File: src/rtl/spi_regfile_pkg.sv
// Shared types and constants for the SPI register-file peripheral.
package spi_regfile_pkg;

  localparam logic RW_WRITE = 1'b1;
  localparam logic RW_READ  = 1'b0;

  typedef enum logic [2:0] {
    IDLE,
    CMD,
    ADDR,
    DATA,
    OVER
  } state_e;

  // One rw bit, then the address field, then the data field.
  function automatic int frame_bits(input int addr_w, input int data_w);
    return 1 + addr_w + data_w;
  endfunction

endpackage

File: src/rtl/spi_pin_sync.sv
// Multi-flop synchronisers for sCLK, nCS and COPI, plus edge detection on
// sCLK and nCS. Stage 0 is the first flop; edges compare the last two stages.
module spi_pin_sync #(
  parameter int SYNC_STAGES = 2
) (
  input  logic clk,
  input  logic rst,
  input  logic sclk_i,
  input  logic ncs_i,
  input  logic copi_i,
  output logic sclk_rise,
  output logic sclk_fall,
  output logic ncs_rise,
  output logic ncs_fall,
  output logic ncs_sync,
  output logic copi_sync
);

  logic [SYNC_STAGES-1:0] sclk_q, sclk_d;
  logic [SYNC_STAGES-1:0] ncs_q, ncs_d;
  logic [SYNC_STAGES-1:0] copi_q, copi_d;

  // Shift each pin one stage further down its chain.
  always_comb begin
    sclk_d = {sclk_q[SYNC_STAGES-2:0], sclk_i};
    ncs_d  = {ncs_q[SYNC_STAGES-2:0], ncs_i};
    copi_d = {copi_q[SYNC_STAGES-2:0], copi_i};
  end

  // Reset as if the bus were idle: sCLK low, nCS deasserted.
  always_ff @(posedge clk) begin
    if (rst) begin
      sclk_q <= '0;
      ncs_q  <= '1;
      copi_q <= '0;
    end else begin
      sclk_q <= sclk_d;
      ncs_q  <= ncs_d;
      copi_q <= copi_d;
    end
  end

  assign sclk_rise = sclk_q[SYNC_STAGES-2] & ~sclk_q[SYNC_STAGES-1];
  assign sclk_fall = ~sclk_q[SYNC_STAGES-2] & sclk_q[SYNC_STAGES-1];
  assign ncs_rise  = ncs_q[SYNC_STAGES-2] & ~ncs_q[SYNC_STAGES-1];
  assign ncs_fall  = ~ncs_q[SYNC_STAGES-2] & ncs_q[SYNC_STAGES-1];
  assign ncs_sync  = ncs_q[SYNC_STAGES-1];
  // COPI is set up half an sCLK period before the rising edge, so the
  // fully delayed copy is stable when the rise is detected.
  assign copi_sync = copi_q[SYNC_STAGES-1];

endmodule

File: src/rtl/spi_regfile_peripheral.sv
// SPI mode-0 peripheral exposing a NUM_REGS x DATA_W register file with
// read-back on CIPO, frame-length checking and write/error status pulses.
module spi_regfile_peripheral
  import spi_regfile_pkg::*;
#(
  parameter int NUM_REGS    = 5,
  parameter int ADDR_W      = 7,
  parameter int DATA_W      = 8,
  parameter int SYNC_STAGES = 2
) (
  input  logic                         clk,
  input  logic                         rst,
  input  logic                         sCLK,
  input  logic                         nCS,
  input  logic                         COPI,
  output logic                         CIPO,
  output logic                         cipo_oe,
  output logic [NUM_REGS*DATA_W-1:0]   regs_q,
  output logic                         wr_pulse,
  output logic [ADDR_W-1:0]            wr_addr,
  output logic                         frame_err
);

  localparam int FB    = frame_bits(ADDR_W, DATA_W);
  localparam int CNT_W = $clog2(FB + 2);
  localparam logic [CNT_W-1:0] CNT_FULL      = CNT_W'(FB);
  localparam logic [CNT_W-1:0] CNT_SAT       = CNT_W'(FB + 1);
  localparam logic [CNT_W-1:0] CNT_ADDR_LAST = CNT_W'(ADDR_W);

  logic sclk_rise, sclk_fall, ncs_rise, ncs_fall, ncs_sync, copi_s;

  spi_pin_sync #(.SYNC_STAGES(SYNC_STAGES)) u_sync (
    .clk       (clk),
    .rst       (rst),
    .sclk_i    (sCLK),
    .ncs_i     (nCS),
    .copi_i    (COPI),
    .sclk_rise (sclk_rise),
    .sclk_fall (sclk_fall),
    .ncs_rise  (ncs_rise),
    .ncs_fall  (ncs_fall),
    .ncs_sync  (ncs_sync),
    .copi_sync (copi_s)
  );

  state_e                       state_q, state_d;
  logic [CNT_W-1:0]             cnt_q, cnt_d;
  logic                         rw_q, rw_d;
  logic [ADDR_W-1:0]            addr_q, addr_d, wr_addr_q, wr_addr_d, addr_shift;
  logic [DATA_W-1:0]            data_q, data_d, tx_q, tx_d, data_shift, rd_data;
  logic                         cipo_q, cipo_d, wr_pulse_q, wr_pulse_d;
  logic                         frame_err_q, frame_err_d, wr_hit;
  logic [NUM_REGS*DATA_W-1:0]   regs_d;

  // Frame FSM: shift in rw/address/data, load read data, commit or discard.
  always_comb begin
    state_d     = state_q;
    cnt_d       = cnt_q;
    rw_d        = rw_q;
    addr_d      = addr_q;
    data_d      = data_q;
    tx_d        = tx_q;
    cipo_d      = cipo_q;
    regs_d      = regs_q;
    wr_addr_d   = wr_addr_q;
    wr_pulse_d  = 1'b0;
    frame_err_d = 1'b0;
    addr_shift  = (addr_q << 1) | ADDR_W'(copi_s);
    data_shift  = (data_q << 1) | DATA_W'(copi_s);
    // Out-of-range addresses match no register: reads return zero and
    // writes are dropped.
    rd_data = '0;
    wr_hit  = 1'b0;
    for (int i = 0; i < NUM_REGS; i++) begin
      if (addr_shift == ADDR_W'(i)) rd_data = regs_q[i*DATA_W +: DATA_W];
      if (addr_q == ADDR_W'(i))     wr_hit  = 1'b1;
    end

    if (ncs_fall) begin
      state_d = CMD;
      cnt_d   = '0;
      rw_d    = 1'b0;
      addr_d  = '0;
      data_d  = '0;
      tx_d    = '0;
      cipo_d  = 1'b0;
    end else if (ncs_rise) begin
      state_d = IDLE;
      tx_d    = '0;
      cipo_d  = 1'b0;
      if (cnt_q != CNT_FULL) begin
        frame_err_d = 1'b1;
      end else if (rw_q == RW_WRITE && wr_hit) begin
        for (int i = 0; i < NUM_REGS; i++)
          if (addr_q == ADDR_W'(i)) regs_d[i*DATA_W +: DATA_W] = data_q;
        wr_addr_d  = addr_q;
        wr_pulse_d = 1'b1;
      end
    end else if (state_q != IDLE) begin
      if (sclk_rise) begin
        if (cnt_q != CNT_SAT) cnt_d = cnt_q + 1'b1;
        if (cnt_q == '0) begin
          rw_d = copi_s;
        end else if (cnt_q <= CNT_ADDR_LAST) begin
          addr_d = addr_shift;
          if (cnt_q == CNT_ADDR_LAST && rw_q == RW_READ) tx_d = rd_data;
        end else if (cnt_q < CNT_FULL) begin
          data_d = data_shift;
        end
        if (cnt_d <= CNT_ADDR_LAST)  state_d = ADDR;
        else if (cnt_d <= CNT_FULL)  state_d = DATA;
        else                         state_d = OVER;
      end else if (sclk_fall) begin
        // Present the next bit half a period before the controller samples it.
        cipo_d = tx_q[DATA_W-1];
        tx_d   = tx_q << 1;
      end
    end
  end

  // State and register-file flops.
  always_ff @(posedge clk) begin
    if (rst) begin
      state_q     <= IDLE;
      cnt_q       <= '0;
      rw_q        <= 1'b0;
      addr_q      <= '0;
      data_q      <= '0;
      tx_q        <= '0;
      cipo_q      <= 1'b0;
      regs_q      <= '0;
      wr_addr_q   <= '0;
      wr_pulse_q  <= 1'b0;
      frame_err_q <= 1'b0;
    end else begin
      state_q     <= state_d;
      cnt_q       <= cnt_d;
      rw_q        <= rw_d;
      addr_q      <= addr_d;
      data_q      <= data_d;
      tx_q        <= tx_d;
      cipo_q      <= cipo_d;
      regs_q      <= regs_d;
      wr_addr_q   <= wr_addr_d;
      wr_pulse_q  <= wr_pulse_d;
      frame_err_q <= frame_err_d;
    end
  end

  assign CIPO      = cipo_q;
  assign cipo_oe   = ~ncs_sync;
  assign wr_pulse  = wr_pulse_q;
  assign wr_addr   = wr_addr_q;
  assign frame_err = frame_err_q;

endmodule
File: config.mk
export PLATFORM = sky130hd
export DESIGN_NAME = spi_regfile_peripheral
export DESIGN_NICKNAME = d
export VERILOG_FILES = /design/src/rtl/spi_regfile_pkg.sv /design/src/rtl/spi_pin_sync.sv /design/src/rtl/spi_regfile_peripheral.sv
export SDC_FILE = /design/constraint.sdc
export NUM_CORES = 1
export LEC_CHECK = 0
export ABC_AREA = 1
export ABC_CLOCK_PERIOD_IN_PS = 5200
export BUFFER_PORTS_ARGS = -buffer_cell sky130_fd_sc_hd__buf_4
export CORE_MARGIN = 1.5
export CORE_UTILIZATION = 35
export CTS_BUF_LIST = sky130_fd_sc_hd__clkbuf_2 sky130_fd_sc_hd__clkbuf_4 sky130_fd_sc_hd__clkbuf_8
export DETAILED_ROUTE_END_ITERATION = 8
export SYNTH_ARGS = -nofsm -noshare
export SYNTH_HDL_FRONTEND = slang
export SYNTH_SLANG_ARGS = --single-unit
File: constraint.sdc
create_clock -name clk -period 5.2 [get_ports clk]
set_clock_uncertainty 0.15 [all_clocks]
set_input_delay 0.26 -clock clk [delete_from_list [all_inputs] [get_ports clk]]
set_output_delay 0.26 -clock clk [all_outputs]
set_load 0.05 [all_outputs]
==> impl.org <==
** Logic synthesis
- Main combinational cell family by area after synthesis :: simple AND/OR/NAND/NOR gates
- Of the total synthesized cell area, the portion taken by full adders, half adders and majority gates is 0.0150.
- When the netlist entered floorplanning its net count stood at 585.
- Share of synthesized area occupied by flip-flops and latches :: 0.422
- Counting flops and latches in the post-synthesis netlist gives 88.
- Among all flip-flop cells after synthesis, the most frequent one is sky130_fd_sc_hd__dfxtp_1.
- XOR/XNOR Fraction of Synth Area :: 0
- Largest area contributor in the netlist :: sky130_fd_sc_hd__dfxtp_1
- Of the post-synthesis cell area, the dominant cell type holds 0.422.
- In this run the cell area of the synthesized design comes to 4170 um^2.
- Of the post-synthesis cell area, the part taken by muxes is 0.
- Cell types occupying the most area after synthesis :: sky130_fd_sc_hd__dfxtp_1 (42%), sky130_fd_sc_hd__nand2_1 (7.8%), sky130_fd_sc_hd__nor2_1 (7.1%)
- Post-synthesis simple-gate area fraction :: 0.342
- The synthesized design contains 0 enable-type register cells.
- The synthesized-area fraction occupied by ao, oa, aoi and oai cells is 0.130.
- The cell count after synthesis came out at 575.
- Mean cell area of the mapped netlist :: 7.25 um^2
- Count of warnings emitted by yosys :: 0
- The synthesized netlist contains 35 unique library cells.
- Share of synthesized flip-flops with an asynchronous set or reset :: 0

** Timing
- The number of pins exceeding their max-slew limit in the final report came to 0.
- Final number of hold-violating endpoints :: 0
- Maximum achievable frequency :: 0.369 GHz
- At the pin with the least slew margin, the transition time is 1.08 ns.
- Setup_tns :: 0 ns
- Measured against its own limit, the worst slew margin works out to 0.276.
- Final Worst Setup Slack :: 2.49 ns
- Final period util :: 0.522
- Final critical-path required period :: 2.71 ns
- Setup repair after global routing missed its margin :: false
- Setup violations remaining at the end of the flow were counted as 0.

** Power and ir drop
- For this design the ratio of total power to cell area is 243 nW/um^2.
- VDD sags by at most 0.000102 V.
- Share of total power in sequential cells :: 0.582
- The design draws 1.18 mW.
- Cell internal power was estimated by the tool at 879 uW.
- In this run the power spent charging and discharging nets is 298 uW.
- Of the total power, combinational logic draws 0.056.
- The analysis attributes to cell leakage a power of 2.26 nW.
- Sw frac :: 0.253
- The share of total power dissipated in the clock network is 0.362.

** Setup path
- Broken down by cell family, the worst path's largest delay share belongs to simple AND/OR/NAND/NOR gates.
- The number of cells on the worst reg-to-reg path is 7.
- The setup path with the least slack is of type flip-flop to flip-flop.
- The critical path goes through inv_1 -> nor2_1 -> nand2_1 -> nor2_2 -> nand4_1 -> o21ai_0 -> a21oi_1.
- Maximum fanout along the worst path :: 16
- Worst path bufs/invs :: 1
- For the worst setup path, the data required time is 5.29 ns.
- In this run the register-to-register setup slack is 2.49 ns.
- For this run, the slowest stage of the critical path takes 0.57 ns.
- Kind of end point of the critical path :: flip-flop
- STA puts the critical path data arrival time at 2.80 ns.
- The worst setup path is launched from a flip-flop.
- Slowest library cell on the worst path :: sky130_fd_sc_hd__nand4_1
- In this run the number of cells on the critical path is 7.

** CTS
- Cts repair resizes :: 0
- CTS Sinks :: 88
- TritonCTS built the clock tree.
- At the later pin of the worst-skew pair, clock insertion delay measures 0.36 ns.
- Clock tree root driver cell :: sky130_fd_sc_hd__clkbuf_8
- The clock passes through at most 2 buffers.
- Clock transition at path regs :: 0.09 ns
- The H-tree was split into 3 levels.
- TritonCTS created 9 clock buffers.

** GRT
- The initial antenna violation count came to 0.
- Entering global routing, the biggest net connects 48 pins.
- For this run the aggregate overflow at the end of global routing stands at 0.
- The first global-routing pass estimated 18.2 mm of wire.
- Number of global-route vias before repair :: 3,613
- Global-route usage over all layers :: 0.183

** Drt
- Average wire per standard cell :: 14.3 um
- The routed design has 11.0 mm of wire.
- For this block, wires on met1 add up to 4.99 mm.
- Number of detailed-route iterations in the first pass :: 7
- Detailed routing placed a total of 447 um of wire on met3.
- Once detail routing completed, the nets flagged for antenna violations numbered 0.
- Number of vias per cell after detailed routing :: 4.95
- Starting DRC count in detailed routing :: 268
- Total number of vias :: 3,820
- Met2 wirelength from detailed routing :: 5.20 mm
- Highest metal layer with signal wires :: met4
- Remaining routing DRC violations :: 10

** Layout
- Excluding fillers, the count of instances in the completed layout stands at 771.
- In the final layout, the share of cells above drive strength 1 is 0.210.
- After routing the design area is 4840 um^2.
- ANT cells :: 0
- Relative to the synthesized area, the layout overhead comes to 16.1%.
- Number of nets at the end of the flow :: 634

** Run status
- Violated checks :: DRC
- The flow ran to the end, but the final reports show violations.

** Placed design
- The count of buffers added on input and output ports is 55.
- Post-Place Cells :: 753
- Summed over all nets, the half-perimeter wirelength after detailed placement is 8.19 mm.
- After detailed placement, the total cell area comes to 4650 um^2.
- Pre-CTS setup slack :: 2.53 ns
- The congestion estimate from routability-driven global placement came to 0.887.

** Floorplan
- Die outline height :: 112 um
- I/O pin count :: 56
- Placeable Area :: 11,500 um^2
- Overall die area :: 12,600 um^2
- The die is 112 um wide.
- The initial utilization of the core area, before any placement, comes to 0.362.
- Row count :: 39

** Hold path
- Hold path cells :: 2
- The tightest min-delay check is of the primary input to flip-flop type.

** Job
- Max-cap violations in this run came to 0.
registers in the layout, indices dropped and copies added (netlist names):
signal and count:
CIPO 1, addr_q 7, cnt_q 5, data_q 8
frame_err 1, regs_q 40, rw_q 1, state_q 3
tx_q 8, u_sync.copi_q 2, u_sync.ncs_q 2, u_sync.sclk_q 2
wr_addr 7, wr_pulse 1
worst register-to-register path, cell delays in order, from the launching register on:
cell	delay, ns
sky130_fd_sc_hd__dfxtp_1	0.32
sky130_fd_sc_hd__inv_1	0.07
sky130_fd_sc_hd__nor2_1	0.43
sky130_fd_sc_hd__nand2_1	0.17
sky130_fd_sc_hd__nor2_2	0.41
sky130_fd_sc_hd__nand4_1	0.58
sky130_fd_sc_hd__o21ai_0	0.40
sky130_fd_sc_hd__a21oi_1	0.08
what timing repair did:
| action | 4_1_cts | 5_1_grt |
|---|---|---|
| hold buffers | 3 | 0 |
| buffers inserted | 0 | 0 |
| hold endpoints to repair | 3 | 0 |
layer usage:
layer	vias up	track usage
li1	1942	-
met1	1758	0.229
met2	96	0.308
met3	24	0.0265
met4	0	0.0928
met5	-	0
layout by cell type (no fill, tap or decap), types with 7 or more instances in the layout:
master and count:
sky130_fd_sc_hd__o21ai_0 55, sky130_fd_sc_hd__inv_1 62, sky130_fd_sc_hd__buf_4 56, sky130_fd_sc_hd__dfxtp_1 88
sky130_fd_sc_hd__nor2_2 34, sky130_fd_sc_hd__inv_2 7, sky130_fd_sc_hd__nand2_1 87, sky130_fd_sc_hd__nor2_1 79
sky130_fd_sc_hd__clkbuf_8 9, sky130_fd_sc_hd__a21oi_1 40, sky130_fd_sc_hd__nand3_1 58
layout make-up:
cell class,instances,area (um^2)
fill,1222,6670
multi-input combinational,397,2030
timing repair buffer,59,450
sequential,88,1760
clock buffer,11,139
inverter,69,259
clock inverter,4,22.5
tap,143,179
metrics by stage:
| stage | utilization | hold WS (ns) |
|---|---|---|
| CTS | 0.421 | 0.0122 |
| detailed placement | 0.404 | 0.247 |
| finish | 0.421 | 0.0164 |
| floorplan | - | 0.214 |
| global route | 0.421 | 0.0205 |
| global placement | 0.404 | 0.243 |
cells by family (layout without fill, tap and decap cells):
| logic type | Yosys count | after routing |
|---|---|---|
| compound gates | 104 | 104 |
| fa+ha+maj | 5 | 5 |
| buf+inv | 90 | 143 |
| flops | 88 | 88 |
| simple gates | 288 | 288 |
synthesized netlist by cell type, types with 3 or more instances:
cell,count
sky130_fd_sc_hd__nand4_1,5
sky130_fd_sc_hd__clkbuf_1,8
sky130_fd_sc_hd__ha_1,5
sky130_fd_sc_hd__o21ai_0,55
sky130_fd_sc_hd__inv_1,62
sky130_fd_sc_hd__nor2_4,4
sky130_fd_sc_hd__nor3_1,4
sky130_fd_sc_hd__nor2_2,34
sky130_fd_sc_hd__o21ai_1,4
sky130_fd_sc_hd__nand3_1,58
sky130_fd_sc_hd__a21oi_1,40
sky130_fd_sc_hd__nor2_1,79
sky130_fd_sc_hd__buf_1,3
sky130_fd_sc_hd__inv_2,7
sky130_fd_sc_hd__dfxtp_1,88
sky130_fd_sc_hd__buf_2,7
sky130_fd_sc_hd__nand2_1,87
power by group through the flow:
stage / clock network [mW] / registers, mW / logic, mW
after floorplan: 0 / 0.699 / 0.0500
after global placement: 0 / 0.701 / 0.0635
after detailed placement: 0 / 0.701 / 0.0645
after CTS: 0.433 / 0.685 / 0.0663
after global routing: 0.459 / 0.686 / 0.0763
final: 0.426 / 0.685 / 0.0663
path summary, 6_finish.rpt:
path,start,to
max,u_sync.sclk_q[0],data_q[5]
min,rst,u_sync.copi_q[1]
max reg2reg,u_sync.sclk_q[0],data_q[5]
min reg2reg,u_sync.copi_q[0],u_sync.copi_q[1]
Power figures use the tool's default switching activity.
